`src/rtl/mc_sequencer_pkg.sv`:
```
// rtl/mc_sequencer_pkg.sv - shared types and encodings for the multi-cycle sequencer
//
// Purpose: state enum, instruction-class constants, pc_src encodings,
//          load/store subcodes, branch condition selectors and the
//          one-hot instruction class produced by mc_decode.
// Ports:   none (package).
package ctrl_pkg;

  typedef enum logic [2:0] {
    S_FETCH  = 3'd0,
    S_DECODE = 3'd1,
    S_EXEC   = 3'd2,
    S_MEM    = 3'd3,
    S_WB     = 3'd4,
    S_HALT   = 3'd5
  } state_t;

  // Opcode class prefixes, compared against progressively wider ir slices
  localparam logic [1:0]  OP_R      = 2'b00;     // ir[18:17]
  localparam logic [1:0]  OP_IMM    = 2'b01;     // ir[18:17]
  localparam logic [2:0]  OP_MEM    = 3'b100;    // ir[18:16]
  localparam logic [2:0]  OP_BR     = 3'b101;    // ir[18:16]
  localparam logic [2:0]  OP_SHIFT  = 3'b110;    // ir[18:16]
  localparam logic [3:0]  OP_JMP    = 4'b1110;   // ir[18:15]
  localparam logic [5:0]  OP_RET    = 6'b111100; // ir[18:13]
  localparam logic [18:0] HALT_WORD = 19'h7FFFF;

  localparam logic [1:0] PC_INC    = 2'b00;
  localparam logic [1:0] PC_JUMP   = 2'b01;
  localparam logic [1:0] PC_STACK  = 2'b10;
  localparam logic [1:0] PC_BRANCH = 2'b11;

  localparam logic [1:0] MEM_LOAD  = 2'b00;
  localparam logic [1:0] MEM_STORE = 2'b01;

  localparam logic [1:0] BR_Z  = 2'b00;
  localparam logic [1:0] BR_NZ = 2'b01;
  localparam logic [1:0] BR_C  = 2'b10;
  localparam logic [1:0] BR_NC = 2'b11;

  // Exactly one member is set for any ir value
  typedef struct packed {
    logic r;
    logic imm;
    logic shift;
    logic load;
    logic store;
    logic br;
    logic jmp;
    logic ret;
    logic halt;
    logic nop;
  } iclass_t;

endpackage

```
`src/rtl/mc_sequencer_if.sv`:
```
// rtl/mc_sequencer_if.sv - shared single-port memory request/ack bundle
//
// Purpose: groups the sequencer-to-memory handshake.
// Signals: mem_req        request (sequencer -> memory)
//          mem_read_write 0=read, 1=write
//          mem_addr_sel   0=PC, 1=ALU result
//          mem_ack        completion pulse (memory -> sequencer)
// Modports: master = sequencer side, slave = memory side.
interface mc_sequencer_if;
  logic mem_req;
  logic mem_read_write;
  logic mem_addr_sel;
  logic mem_ack;

  modport master (output mem_req, output mem_read_write, output mem_addr_sel,
                  input  mem_ack);
  modport slave  (input  mem_req, input  mem_read_write, input  mem_addr_sel,
                  output mem_ack);
endinterface

```
`src/rtl/mc_sequencer_decode.sv`:
```
// rtl/mc_sequencer_decode.sv - combinational instruction classifier
//
// Purpose: classifies ir into a one-hot class and extracts the ALU op,
//          shift op, branch condition selector and jsb bit.
// Ports:   i_ir      instruction register
//          o_cls     one-hot instruction class
//          o_acode   ALU op ir[16:14]
//          o_scode   shift op ir[15:14]
//          o_br_cond branch condition selector ir[15:14]
//          o_jsb     jump-to-subroutine bit ir[14]
module mc_decode
  import ctrl_pkg::*;
(
  input  logic [18:0] i_ir,
  output iclass_t     o_cls,
  output logic [2:0]  o_acode,
  output logic [1:0]  o_scode,
  output logic [1:0]  o_br_cond,
  output logic        o_jsb
);

  assign o_acode   = i_ir[16:14];
  assign o_scode   = i_ir[15:14];
  assign o_br_cond = i_ir[15:14];
  assign o_jsb     = i_ir[14];

  // Priority order matters: the halt word lies inside the 1111xx space,
  // so it is matched before the wider prefixes.
  always_comb begin
    o_cls = '0;
    if (i_ir == HALT_WORD) begin
      o_cls.halt = 1'b1;
    end else if (i_ir[18:17] == OP_R) begin
      o_cls.r = 1'b1;
    end else if (i_ir[18:17] == OP_IMM) begin
      o_cls.imm = 1'b1;
    end else if (i_ir[18:16] == OP_SHIFT) begin
      o_cls.shift = 1'b1;
    end else if (i_ir[18:16] == OP_MEM) begin
      if (i_ir[15:14] == MEM_LOAD) begin
        o_cls.load = 1'b1;
      end else if (i_ir[15:14] == MEM_STORE) begin
        o_cls.store = 1'b1;
      end else begin
        o_cls.nop = 1'b1;
      end
    end else if (i_ir[18:16] == OP_BR) begin
      o_cls.br = 1'b1;
    end else if (i_ir[18:15] == OP_JMP) begin
      o_cls.jmp = 1'b1;
    end else if (i_ir[18:13] == OP_RET) begin
      o_cls.ret = 1'b1;
    end else begin
      o_cls.nop = 1'b1;
    end
  end

endmodule

```
`src/rtl/mc_sequencer.sv`:
```
// rtl/mc_sequencer.sv - multi-cycle control sequencer over a shared memory port
//
// Purpose: sequences FETCH/DECODE/EXEC/MEM/WB/HALT, arbitrating fetch and
//          load/store onto one memory port and emitting datapath controls.
// Ports:   clk, rst             clock, synchronous active-high reset
//          i_ir                 instruction register
//          i_zero, i_carry      registered Z / C flags (sampled in EXEC)
//          mem                  memory handshake (master side)
//          o_ir_write           load IR from memory data
//          o_pc_write, o_pc_src PC load strobe and source select
//          o_reg2_read_source, o_alu_src, o_is_shift, o_mem_or_alu,
//          o_reg_write_signal, o_update_z_c, o_stack_push, o_stack_pop,
//          o_acode, o_scode     datapath controls
//          o_halted             high in HALT
module mc_sequencer
  import ctrl_pkg::*;
(
  input  logic                  clk,
  input  logic                  rst,
  input  logic [18:0]           i_ir,
  input  logic                  i_zero,
  input  logic                  i_carry,
  mc_sequencer_if.master        mem,
  output logic                  o_ir_write,
  output logic                  o_pc_write,
  output logic [1:0]            o_pc_src,
  output logic                  o_reg2_read_source,
  output logic                  o_alu_src,
  output logic                  o_is_shift,
  output logic                  o_mem_or_alu,
  output logic                  o_reg_write_signal,
  output logic                  o_update_z_c,
  output logic                  o_stack_push,
  output logic                  o_stack_pop,
  output logic [2:0]            o_acode,
  output logic [1:0]            o_scode,
  output logic                  o_halted
);

  state_t      r_state;
  state_t      w_next;
  iclass_t     w_cls;
  logic [2:0]  w_acode;
  logic [1:0]  w_scode;
  logic [1:0]  w_br_cond;
  logic        w_jsb;
  logic        w_br_taken;

  mc_decode u_decode (
    .i_ir      (i_ir),
    .o_cls     (w_cls),
    .o_acode   (w_acode),
    .o_scode   (w_scode),
    .o_br_cond (w_br_cond),
    .o_jsb     (w_jsb)
  );

  always_comb begin
    w_br_taken = 1'b0;
    case (w_br_cond)
      BR_Z:    w_br_taken = i_zero;
      BR_NZ:   w_br_taken = !i_zero;
      BR_C:    w_br_taken = i_carry;
      BR_NC:   w_br_taken = !i_carry;
      default: w_br_taken = 1'b0;
    endcase
  end

  always_ff @(posedge clk) begin
    if (rst) begin
      r_state <= S_FETCH;
    end else begin
      r_state <= w_next;
    end
  end

  always_comb begin
    w_next             = r_state;
    mem.mem_req        = 1'b0;
    mem.mem_read_write = 1'b0;
    mem.mem_addr_sel   = 1'b0;
    o_ir_write         = 1'b0;
    o_pc_write         = 1'b0;
    o_pc_src           = PC_INC;
    o_reg2_read_source = 1'b0;
    o_alu_src          = 1'b0;
    o_is_shift         = 1'b0;
    o_mem_or_alu       = 1'b0;
    o_reg_write_signal = 1'b0;
    o_update_z_c       = 1'b0;
    o_stack_push       = 1'b0;
    o_stack_pop        = 1'b0;
    o_acode            = 3'd0;
    o_scode            = 2'd0;
    o_halted           = 1'b0;

    case (r_state)
      S_FETCH: begin
        mem.mem_req = 1'b1;
        if (mem.mem_ack) begin
          o_ir_write = 1'b1;
          o_pc_write = 1'b1;
          o_pc_src   = PC_INC;
          w_next     = S_DECODE;
        end
      end

      S_DECODE: begin
        w_next = w_cls.halt ? S_HALT : S_EXEC;
      end

      S_EXEC: begin
        w_next = S_FETCH;
        if (w_cls.r || w_cls.imm) begin
          o_acode      = w_acode;
          o_alu_src    = w_cls.imm;
          o_update_z_c = 1'b1;
          w_next       = S_WB;
        end else if (w_cls.shift) begin
          o_is_shift   = 1'b1;
          o_scode      = w_scode;
          o_update_z_c = 1'b1;
          w_next       = S_WB;
        end else if (w_cls.load || w_cls.store) begin
          o_reg2_read_source = 1'b1;
          o_alu_src          = 1'b1;
          w_next             = S_MEM;
        end else if (w_cls.br) begin
          if (w_br_taken) begin
            o_pc_write = 1'b1;
            o_pc_src   = PC_BRANCH;
          end
        end else if (w_cls.jmp) begin
          o_pc_write   = 1'b1;
          o_pc_src     = PC_JUMP;
          o_stack_push = w_jsb;
        end else if (w_cls.ret) begin
          o_pc_write  = 1'b1;
          o_pc_src    = PC_STACK;
          o_stack_pop = 1'b1;
        end else if (w_cls.nop || w_cls.halt) begin
          // Halt cannot reach EXEC (DECODE diverts it); both retire as NOP
          w_next = S_FETCH;
        end
      end

      S_MEM: begin
        // Address and direction stay stable for the whole wait
        mem.mem_req        = 1'b1;
        mem.mem_addr_sel   = 1'b1;
        mem.mem_read_write = w_cls.store;
        o_alu_src          = 1'b1;
        o_reg2_read_source = 1'b1;
        if (mem.mem_ack) begin
          w_next = w_cls.load ? S_WB : S_FETCH;
        end
      end

      S_WB: begin
        // ALU/shifter selects are held from EXEC so the result bus stays valid
        o_reg_write_signal = 1'b1;
        o_mem_or_alu       = !w_cls.load;
        if (w_cls.r || w_cls.imm) begin
          o_acode   = w_acode;
          o_alu_src = w_cls.imm;
        end
        if (w_cls.shift) begin
          o_is_shift = 1'b1;
          o_scode    = w_scode;
        end
        if (w_cls.load) begin
          o_alu_src = 1'b1;
        end
        w_next = S_FETCH;
      end

      S_HALT: begin
        o_halted = 1'b1;
      end

      default: begin
        w_next = S_FETCH;
      end
    endcase

    // Reset silences every output and discards any in-flight ack
    if (rst) begin
      w_next             = S_FETCH;
      mem.mem_req        = 1'b0;
      mem.mem_read_write = 1'b0;
      mem.mem_addr_sel   = 1'b0;
      o_ir_write         = 1'b0;
      o_pc_write         = 1'b0;
      o_pc_src           = PC_INC;
      o_reg2_read_source = 1'b0;
      o_alu_src          = 1'b0;
      o_is_shift         = 1'b0;
      o_mem_or_alu       = 1'b0;
      o_reg_write_signal = 1'b0;
      o_update_z_c       = 1'b0;
      o_stack_push       = 1'b0;
      o_stack_pop        = 1'b0;
      o_acode            = 3'd0;
      o_scode            = 2'd0;
      o_halted           = 1'b0;
    end
  end

endmodule

```
`src/flat_wrapper.sv`:
```
// flat-port wrapper written by rule: the top's interface ports become plain ports
module mc_sequencer_flat import ctrl_pkg::*;
  (clk, rst, i_ir, i_zero, i_carry, o_ir_write, o_pc_write, o_pc_src, o_reg2_read_source, o_alu_src, o_is_shift, o_mem_or_alu, o_reg_write_signal, o_update_z_c, o_stack_push, o_stack_pop, o_acode, o_scode, o_halted, mem_mem_req, mem_mem_read_write, mem_mem_addr_sel, mem_mem_ack);
  mc_sequencer_if mem_i ();
  input  logic clk;
  input  logic rst;
  input  logic [18:0] i_ir;
  input  logic i_zero;
  input  logic i_carry;
  output logic o_ir_write;
  output logic o_pc_write;
  output logic [1:0] o_pc_src;
  output logic o_reg2_read_source;
  output logic o_alu_src;
  output logic o_is_shift;
  output logic o_mem_or_alu;
  output logic o_reg_write_signal;
  output logic o_update_z_c;
  output logic o_stack_push;
  output logic o_stack_pop;
  output logic [2:0] o_acode;
  output logic [1:0] o_scode;
  output logic o_halted;
  output wire logic [$bits(mem_i.mem_req)-1:0] mem_mem_req;
  output wire logic [$bits(mem_i.mem_read_write)-1:0] mem_mem_read_write;
  output wire logic [$bits(mem_i.mem_addr_sel)-1:0] mem_mem_addr_sel;
  input wire logic [$bits(mem_i.mem_ack)-1:0] mem_mem_ack;
  assign mem_mem_req = mem_i.mem_req;
  assign mem_mem_read_write = mem_i.mem_read_write;
  assign mem_mem_addr_sel = mem_i.mem_addr_sel;
  assign mem_i.mem_ack = mem_mem_ack;
  mc_sequencer u_core (.clk(clk), .rst(rst), .i_ir(i_ir), .i_zero(i_zero), .i_carry(i_carry), .mem(mem_i), .o_ir_write(o_ir_write), .o_pc_write(o_pc_write), .o_pc_src(o_pc_src), .o_reg2_read_source(o_reg2_read_source), .o_alu_src(o_alu_src), .o_is_shift(o_is_shift), .o_mem_or_alu(o_mem_or_alu), .o_reg_write_signal(o_reg_write_signal), .o_update_z_c(o_update_z_c), .o_stack_push(o_stack_push), .o_stack_pop(o_stack_pop), .o_acode(o_acode), .o_scode(o_scode), .o_halted(o_halted));
endmodule
```
`config.mk`:
```
export PLATFORM = sky130hd
export DESIGN_NAME = mc_sequencer_flat
export DESIGN_NICKNAME = d
export VERILOG_FILES = /design/src/rtl/mc_sequencer_pkg.sv /design/src/rtl/mc_sequencer_if.sv /design/src/rtl/mc_sequencer_decode.sv /design/src/rtl/mc_sequencer.sv /design/src/flat_wrapper.sv
export SDC_FILE = /design/constraint.sdc
export NUM_CORES = 1
export LEC_CHECK = 0
export CAP_MARGIN = 30
export CELL_PAD_IN_SITES_DETAIL_PLACEMENT = 0
export CELL_PAD_IN_SITES_GLOBAL_PLACEMENT = 1
export CORE_MARGIN = 1
export CORE_UTILIZATION = 24
export DETAILED_ROUTE_END_ITERATION = 10
export PLACE_DENSITY_LB_ADDON = 0.2
export RECOVER_POWER = 100
export SETUP_SLACK_MARGIN = 0.05
export SYNTH_ARGS = -nofsm -noshare
export SYNTH_HDL_FRONTEND = slang
export SYNTH_SLANG_ARGS = --single-unit
```
`constraint.sdc`:
```
create_clock -name clk -period 2.5 [get_ports clk]
set_input_delay 0.375 -clock clk [delete_from_list [all_inputs] [get_ports clk]]
set_output_delay 0.375 -clock clk [all_outputs]
set_load 0.02 [all_outputs]
```
==> run summary, run 1 <==
In the synthesized netlist the dominant register cell turns out to be dfxtp_1. The cell taking the most area after synthesis is dfxtp_1. Sorting the synthesized cells by area gives the leading types as dfxtp_1, nor3_1, nand2b_1. From synthesis to final layout, the design area changed by 91.63%. The combinational family with the most area after synthesis is simple AND/OR/NAND/NOR gates. Setup violations remaining at the end of the flow were counted as 0.

Summing all non-filler instances in the final layout gives an area of 1204 µm². The kind of critical path is in -> out. The initial standard-cell utilization of the core came out at 25.35%. The placer congestion estimate is 0.7875. The combined area of all synthesized cells came out at 628.1 µm².

The switching portion of total power is 36.59%. The number of maximum-capacitance violations came out at 0. The power per cell area is 271.9 nW/µm². In this run the deepest clock path goes through 2 buffers.

The total overflow left after global routing is 0. The number of input and output port buffers inserted is 44. The number of flops mapped to enable cells by yosys is 0. The number of different library cells used by synthesis comes to 38. The highest clock frequency the design can meet is 421.0 MHz.

The worst hold path begins at u_core.r_state[1]$_SDFFE_PP0P_. The top-level I/O count is 45. The final hold violation count is 0. The reg-to-reg critical path startpoint is u_core.r_state[1]$_SDFFE_PP0P_. The pre-antenna-repair detailed-routing pass consisted of 4 iterations. Along the worst path, the maximum fanout reaches 5.

The internal cell power came out at 0.2075 mW. STA classifies the critical path startpoint as an input pin. The number of placement rows is 18. The final number of max-transition violations was 0. The leakage component of the power came out at 0.5420 nW.

The number of antenna violations at the first check in global routing came out at 0. The number of cell instances on the worst register-to-register path is 5. The post-synthesis share of cell area spent on xor and xnor gates is 5.578%.

The register with the most flip-flops in the layout has 3 of them. In this run the number of cells on the critical path is 5. The die span in x came out at 53.16 µm. The number of instances resized during post-cts repair is 21. By count the netlist is led by nor2_1, nor3_1, nand2b_1.

The pin slew with the least headroom to its limit is 454.2 ps. The most critical setup path has its startpoint at rst. The number of warnings reported in the yosys synthesis log came out at 0. The post-route non-filler standard cell count is 181. The delay of the slowest cell on the worst path is 610 ps. Of the total synthesized cell area, the portion taken by full adders, half adders and majority gates is 0%. The layout cell share with drive strength beyond 1 is 21.19%. The core area came out at 2477 µm². After clock tree synthesis, the setup repair step added 0 buffers.

For this run, asynchronously set or reset flops after synthesis account for 0%. Walking the worst path, the cells encountered are clkdlybuf4s50_1, buf_4, nor2_1, and3_1, clkdlybuf4s50_1. The HPWL after detailed placement came out at 1.817 mm. The average wire length per cell after detail routing is 12.38 µm. The data arrival time at the worst-slack endpoint is 2000 ps. Each instance of the synthesized netlist takes up on average 6.827 µm².

The post-layout minimum cycle time came out at 2375 ps. Setup repair after global routing left no endpoint under its margin. The simple-gate area share of the yosys netlist came out at 46.61%. The post-synth net total came out at 116. The sequential share of power is 17.8%. The global-route wire length before repair is 3.567 mm.

The setup slack of the critical path after layout came out at 125.0 ps. For this design, the slowest cell found on the critical path is clkdlybuf4s50_1. The placed instances occupy a cell area of 1206 µm². In this run, synthesis produced a sequential element count of 3. The category of cells accounting for the largest share of critical-path delay is buffers and inverters. The min-delay analysis places its worst path in the category reg -> reg. In the final layout, the registers with the most flip-flops are u_core.r_state: 3 flops. The pre-CTS setup slack is -418.5 ps.

The run finished with clean final reports. After detailed routing, the number of remaining DRC violations is 0. The endpoint of the worst-slack reg-to-reg timing path is u_core.r_state[0]$_SDFFE_PP0P_.

The number of sinks handled by clock tree synthesis came out at 3. After synthesis, the share of cell area in mux cells is 3.187%. The synthesized instance count came out at 92. The data required time at the worst endpoint came out at 2120 ps. The relative slew slack came out at 68.94%. The reg2reg setup slack came out at 1110 ps. The sequential area share after synthesis came out at 9.562%. The routed via count is 911. The worst-case IR drop observed on VDD is 0.1297 mV. For this design the total switching power over the nets is 0.1197 mW. The antenna diode instance count is 0. The final clock period utilization by the worst path is 95.00%. CTS built an H-tree with a depth of 1.

The overall power came out at 0.3272 mW. Global routing used 17.04% of the available tracks. Summed over its instances, the top area cell type makes up 9.562% of the synthesized netlist area. Including well taps, the total number of placed cells is 177.

The final net count came out at 176. The number of buffers and inverters on the critical path is 3. In this run the worst setup path terminates at o_ir_write. The wire length reported by the detailed router is 2.241 mm. Among the stages of the critical path, the cell type that occurs most often is clkdlybuf4s50_1. The number of global-route vias before repair came out at 810. The complex-gate fraction of the synthesized area is 25.30%.

The total of hold buffers inserted after clock tree synthesis came out at 0. STA classifies the critical path endpoint as an output port. The clock power share is 26.4%.

The cell at the root of the clock tree is clkbuf_4. TritonCTS built the clock tree. The clock edge transition at the registers on the reported setup and hold paths is 40 ps. The combinational share of power came out at 55.8%. The number of design-rule violations left by the first detailed-router iteration came out at 9. The most flop-heavy register is u_core.r_state. After detailed routing, the number of vias per cell comes to 5.033. Once detail routing completed, the nets flagged for antenna violations numbered 0. The area of the die came out at 2825 µm². Buffers inserted during clock tree synthesis total 3. Entering global routing, the biggest net connects 13 pins. The setup skew after layout is 4.283 ps.

The clock latency on the worst-skew pair is 240 ps. The vertical extent of the die came out at 53.16 µm.
-- how the worst min path moves through the flow --
stage	cells past startpoint	slack (ps)	end
floorplan	2	560	u_core.r_state[2]$_SDFFE_PP0P_
global placement	2	720	u_core.r_state[1]$_SDFFE_PP0P_
detailed placement	2	740	u_core.r_state[1]$_SDFFE_PP0P_
CTS	2	750	u_core.r_state[1]$_SDFFE_PP0P_
global route	2	790	u_core.r_state[1]$_SDFFE_PP0P_
finish	2	740	u_core.r_state[1]$_SDFFE_PP0P_
-- stage by stage --
stage               hold slack, ps  utilization (%)  TNS, ps
finish                       744.0            48.59        0
global route                 791.9            48.59        0
CTS                          750.5            49.90        0
detailed placement           737.0            48.69    -2096
global placement             716.8            48.69    -1733
floorplan                    563.4                -        0
-- kinds of logic after synthesis --
group                  count (synthesis)
buffers and inverters                 11
flip-flops                             3
AND/OR/NAND/NOR                       51
XOR/XNOR                               4
AO/OA/AOI/OAI                         21
multiplexers                           2
-- power groups by stage --
stage / logic (mW) / clock network [mW] / registers [mW]
after global placement: 0.188 / 0 / 0.0589
final: 0.182 / 0.0865 / 0.0583
after floorplan: 0.0979 / 0 / 0.0561
after CTS: 0.190 / 0.0890 / 0.0584
after global routing: 0.198 / 0.0987 / 0.0593
after detailed placement: 0.190 / 0 / 0.0591
-- layer usage --
layer / share of wire (%) / GRT usage [%] / wire (µm)
met5: 0 / 0 / 0
met4: 0 / 5.263 / 0
met3: 6.4 / 1.724 / 144
met2: 49 / 29.96 / 1092
met1: 45 / 21.45 / 1004
-- layout by cell type, fill, tap and decap left out, types with 4 or more instances in the layout --
| cell | Yosys | final |
|---|---|---|
| buf_4 | 0 | 17 |
| clkbuf_1 | 4 | 5 |
| clkbuf_4 | 0 | 6 |
| clkdlybuf4s50_1 | 0 | 23 |
| dlygate4sd2_1 | 0 | 16 |
| nand2_1 | 5 | 5 |
| nand2b_1 | 6 | 6 |
| nand3_1 | 4 | 4 |
| nand4_1 | 4 | 4 |
| nor2_1 | 8 | 8 |
| nor3_1 | 8 | 6 |
-- tightest hold or removal path, cell delays in order, from the launching register on --
cell and delay, ps:
dfxtp_1 380, buf_4 180, a31o_2 150
-- layout make-up --
class / count / area, µm²
inverters: 1 / 3.754
clock buffers: 4 / 26.28
fillers: 287 / 1274
multi-input cells: 78 / 523.0
flip-flops and latches: 3 / 60.06
well taps: 30 / 37.54
repair buffers: 65 / 553.0
Note: power is estimated with default switching activity, not from simulation.
==> run 2: changes to the inputs <==
CTS_CLUSTER_DIAMETER = 100   (was default)
==> results of run 2 <==
No change in the layout: final DEF, timing and power equal those of run 1.
==> RTL change 1, RTL diff (flow settings as in run 1) <==
Reset style: asynchronous (`rst`), changed in one clocked block. Comments in the files are not updated.
--- a/src/rtl/mc_sequencer.sv
+++ b/src/rtl/mc_sequencer.sv
@@ -66,7 +66,7 @@
     endcase
   end
 
-  always_ff @(posedge clk) begin
+  always_ff @(posedge clk or posedge rst) begin
     if (rst) begin
       r_state <= S_FETCH;
     end else begin
Check against the original RTL: same outputs for any inputs over 10 cycles, from zero or initial values and one cycle with rst high; that may be too few to reach the edited logic, so the function may still have changed.
==> RTL change 1 against run 1 <==
  * Die area decreased by 7.5%
  * Power decreased by 18%
  * Worst setup slack got worse by 0.0072 ns
  * Register-to-register slack got worse by 0.46 ns
  * Cell area increased by 2.0%
  * Non-clock buffer count increased by 4
  * Area after synthesis decreased by 7.8%
  * Sequential cell count unchanged
  * Sequential power decreased by 10%
  * Routed wire length decreased by 2.0%
  * Maximum frequency decreased by 0.30%
  * Sequential share of layout area increased by 1.1 points
  * Critical path type unchanged
  * Largest power group unchanged
  * Highest routed layer unchanged
==> RTL change 1: results (changes against run 1) <==
Run status
  – Status: finished, final reports clean

Yosys
  – Synth async-reset ratio: 100% (+100 points)
  – Top FF cell, synth: dfrtp_1
  – Cell variety after synth: 39 (+2.6%)
  – XOR/XNOR share of the synthesized area: 3.02% (-2.6 points)
  – Mux cell area share after synthesis: 3.46% (+0.27 points)
  – Synthesized Nets: 109 (-6.0%)
  – Compound-gate portion of the synthesized area: 23.5% (-1.8 points)
  – Syn_area_per_cell: 6.82 µm² (-0.17%)
  – Top post-synthesis cells by count: nor2_1 (11), nand4_1 (6), inv_1 (5), nor3_1 (5)
  – Synth top area cells: dfrtp_1 (13%), nor2_1 (7.1%), nand4_1 (6.5%)
  – Register area share after synthesis: 13.0% (+3.4 points)

Setup path
  – RR Endpoint: u_core.r_state[1]
  – Worst setup path startpoint: i_ir[16]
  – CP Capture Point: o_mem_or_alu
  – FF-to-FF Start: u_core.r_state[2]
  – Arrival @ worst endpoint: 2.01 ns
  – Reg-to-reg setup timing slack: 0.65 ns (-0.46 ns)
  – Worst R2R Path Depth: 6 (+1)

Power and ir drop
  – Clock group: 83.3 µW (-3.7%)
  – Peak supply drop: 0.000162 V (+25%)
  – Switching Fraction: 31.6% (-5.0 points)
  – Pleak: 0.000536 µW (-1.1%)

Placement
  – Post-DP Area: 0.00120 mm² (-0.10%)
  – Placed wire-length estimate: 1720 µm (-5.1%)
  – Placed cell count: 176 (-0.56%)
  – Final GP Congestion: 0.879 (+12%)

Layout
  – Share of post-route cells with drive strength above 1: 25.7% (+4.5 points)
  – Nets: 177 (+0.57%)

Detailed routing
  – DR vias: 918 (+0.77%)
  – Total Wirelength: 2200 µm (-2.0%)

GRT
  – Vias in the first global route: 807 (-0.37%)
  – Largest net degree at the start of global routing: 15 (+2)
  – Global-route wire length before repair: 3430 µm (-3.9%)
  – Total GRT Usage: 17.2% (+0.17 points)

Timing
  – Worst-margin pin slew: 0.547 ns (+0.0933 ns)

Hold path
  – HP Class: input pin to asynchronous set/reset pin

Clocking
  – Htree depth: 1 (unchanged)
==> RTL change 1: metrics by stage <==
| step | setup WS, ns | total power (µW) |
|---|---|---|
| after floorplan | 0.0735 | 105 |
| after global placement | -0.626 | 183 |
| after detailed placement | -0.616 | 183 |
| after CTS | -0.0125 | 271 |
| after global routing | 0.0366 | 288 |
| final | 0.118 | 267 |
==> RTL change 1: final cells by class <==
type / instances / area, µm²
clock buffer: 4 / 26.3
inverter: 5 / 18.8
fill: 230 / 1010
tap: 28 / 35.0
multi-input combinational: 71 / 517
sequential: 3 / 75.1
timing repair buffer: 69 / 556
==> RTL change 1: worst max-delay path, stage by stage <==
cell and delay (ns):
dlygate4sd2_1 0.28, or4b_4 0.55, clkbuf_1 0.16, clkbuf_1 0.13
nor2_1 0.14, nor2b_1 0.06, dlygate4sd2_1 0.31
==> RTL change 1: logic make-up after synthesis <==
kind of cell,count (synthesis)
simple gates,48
compound gates,19
buf+inv,11
flops,3
xor+xnor,2
mux,2
==> RTL change 1: timing repair <==
action	in CTS	in global routing
pin swaps	2	5
hold buffers	0	0
resized for setup	54	21
endpoints found under the setup margin	16	18
setup buffers	0	0
==> RTL change 1: how the worst min path moves through the flow <==
stage / from / endpoint / slack [ns]
final: rst / u_core.r_state[1] / 0.40
after global routing: rst / u_core.r_state[0] / 0.42
after CTS: rst / u_core.r_state[0] / 0.54
after detailed placement: rst / u_core.r_state[2] / 0.76
after global placement: rst / u_core.r_state[0] / 0.76
after floorplan: rst / u_core.r_state[0] / 0.34
==> RTL change 1: routing by layer <==
layer  global-route usage [%]  up-vias  wire (µm)
li1                         -      450          -
met1                     21.2      419        919
met5                        0        -          0
met4                     4.17        0          0
met2                     30.9       49       1090
met3                     2.38        0        186
==> RTL change 2, RTL diff (flow settings as in run 1) <==
Without the edit above. The 6 states of `state_t` get a one-hot encoding in 6 bits.
--- a/src/rtl/mc_sequencer_pkg.sv
+++ b/src/rtl/mc_sequencer_pkg.sv
@@ -6,13 +6,13 @@
 // Ports:   none (package).
 package ctrl_pkg;
 
-  typedef enum logic [2:0] {
-    S_FETCH  = 3'd0,
-    S_DECODE = 3'd1,
-    S_EXEC   = 3'd2,
-    S_MEM    = 3'd3,
-    S_WB     = 3'd4,
-    S_HALT   = 3'd5
+  typedef enum logic [5:0] {
+    S_FETCH  = 6'b000001,
+    S_DECODE = 6'b000010,
+    S_EXEC   = 6'b000100,
+    S_MEM    = 6'b001000,
+    S_WB     = 6'b010000,
+    S_HALT   = 6'b100000
   } state_t;
 
   // Opcode class prefixes, compared against progressively wider ir slices
Function: no difference found for any inputs over 10 cycles, from zero or initial values and one cycle with rst high; not proved beyond that.
==> RTL change 2 against run 1 <==
  * The flow now finishes with violations (DRC)
  * Via count rose by 16%
  * Count of clock-buffer cells in the layout shrank 1
  * Sequential cell count up 3
  * Sequential share of layout area rose by 3.5 points
  * Routed wire length is 23% higher
  * Non-clock buffer count is 10 higher
  * Worst setup slack got worse by 0.032 ns
  * Power rose by 17%
  * Cell area increased by 18%
  * Area after synthesis rose by 19%
  * First-iteration DRC count increased by 130%
  * Critical path type unchanged
==> RTL change 2: results (changes against run 1) <==
Detailed routing
  – Total Wirelength: 2750 µm (+23%)
  – DR vias: 1061 (+16%)
  – First drt pass iteration count: 7 (+3)
  – DR DRC count: 1 (+1)

Layout
  – Post-Layout Inst Area: 0.00142 mm² (+18%)
  – Seq cells: 6 (+3)
  – Nets: 203 (+15%)
  – Non-clk bufs: 75 (+15%)
  – Largest regs: u_core.r_state x6
  – Seq/total area: 8.45% (+3.5 points)
  – Filler cells: 306 (+6.6%)
  – Fraction of area in multi-input gates: 45.7% (+2.2 points)
  – Share of post-route cells with drive strength above 1: 31.1% (+9.9 points)
  – Largest class: multi-input gates
  – Clkbuf count: 3 (-1)
  – Multi-input gates: 92 (+18%)
  – Signal buf overhead: 41.3% (-4.7 points)
  – Post-route insts no fill: 208 (+15%)

Setup path
  – CP max FO: 3 (-2)
  – Reg-to-reg setup timing slack: 0.65 ns (-0.46 ns)
  – Worst setup path startpoint: i_ir[15]
  – Worst R2R Path Depth: 6 (+1)
  – RR Endpoint: u_core.r_state[0]
  – CP peak stage delay: 0.57 ns (-0.04 ns)
  – Slowest CP cell: or4b_4
  – Delay-heaviest family, CP: simple AND/OR/NAND/NOR gates
  – Arrival @ worst endpoint: 2.03 ns (+0.03 ns)

Yosys
  – Mux cell area share after synthesis: 4.03% (+0.84 points)
  – Synthesized Nets: 131 (+13%)
  – Cell variety after synth: 34 (-11%)
  – Post-Synthesis Cells: 107 (+16%)
  – Synth top area cells: dfxtp_1 (16%), nor3_1 (9.4%), and2_1 (5.0%)
  – XOR/XNOR share of the synthesized area: 3.52% (-2.1 points)
  – Compound-gate portion of the synthesized area: 18.8% (-6.5 points)
  – Top post-synthesis cells by count: nor3_1 (14), nor2_1 (7)

Timing
  – Worst-margin pin slew: 0.353 ns (-0.101 ns)
  – Skew final: 0.00218 ns (-0.00210 ns)
  – Min Hold Slack: 0.662 ns (-0.0816 ns)
  – Period utilization: 96.3% (+1.3 points)

Placement
  – Final GP Congestion: 0.860 (+9.2%)
  – Placed wire-length estimate: 2260 µm (+25%)

Run status
  – Status: complete, but fails checks
  – Failing checks: DRC

Floorplan
  – Tap cells: 31 (+3.3%)

Power and ir drop
  – Pleak: 0.000576 µW (+6.3%)
  – Comb pwr share: 48.7% (-7.1 points)
  – Switching Fraction: 32.4% (-4.2 points)
  – Clock share of power: 23.1% (-3.3 points)
  – Peak supply drop: 0.000132 V (+2.0%)

GRT
  – Total GRT Usage: 17.7% (+0.65 points)

Hold path
  – Hold Path Origin: u_core.r_state[5]
## RTL change 2: changes by cell type after synthesis, moves of 3 or more
cell	before	now
dfxtp_1	3	6
nand3_1	4	1
a21oi_1	2	6
or4_1	0	4
and3_1	3	0
nor3b_1	0	3
nor3_1	8	14
and2_1	3	6
o21ai_0	3	6
## RTL change 2: per-layer routing
| metal | up-vias | global-route usage, % | part of all wire, % |
|---|---|---|---|
| met1 | 482 | 24.2 | 47 |
| li1 | 547 | - | - |
| met3 | 0 | 3.57 | 4.5 |
| met2 | 32 | 29.2 | 49 |
| met5 | - | 0 | 0 |
| met4 | 0 | 3.06 | 0 |
## RTL change 2: worst max path at each step
stage | end | cells after the start
final | o_alu_src | 6
after global routing | o_alu_src | 6
after CTS | o_pc_write | 6
after detailed placement | o_alu_src | 6
after global placement | o_alu_src | 6
after floorplan | o_pc_write | 4
## RTL change 2: timing repair
item,4_1_cts,5_1_grt
setup endpoints to repair,21,15
resized for setup,45,24
pin swaps,0,1
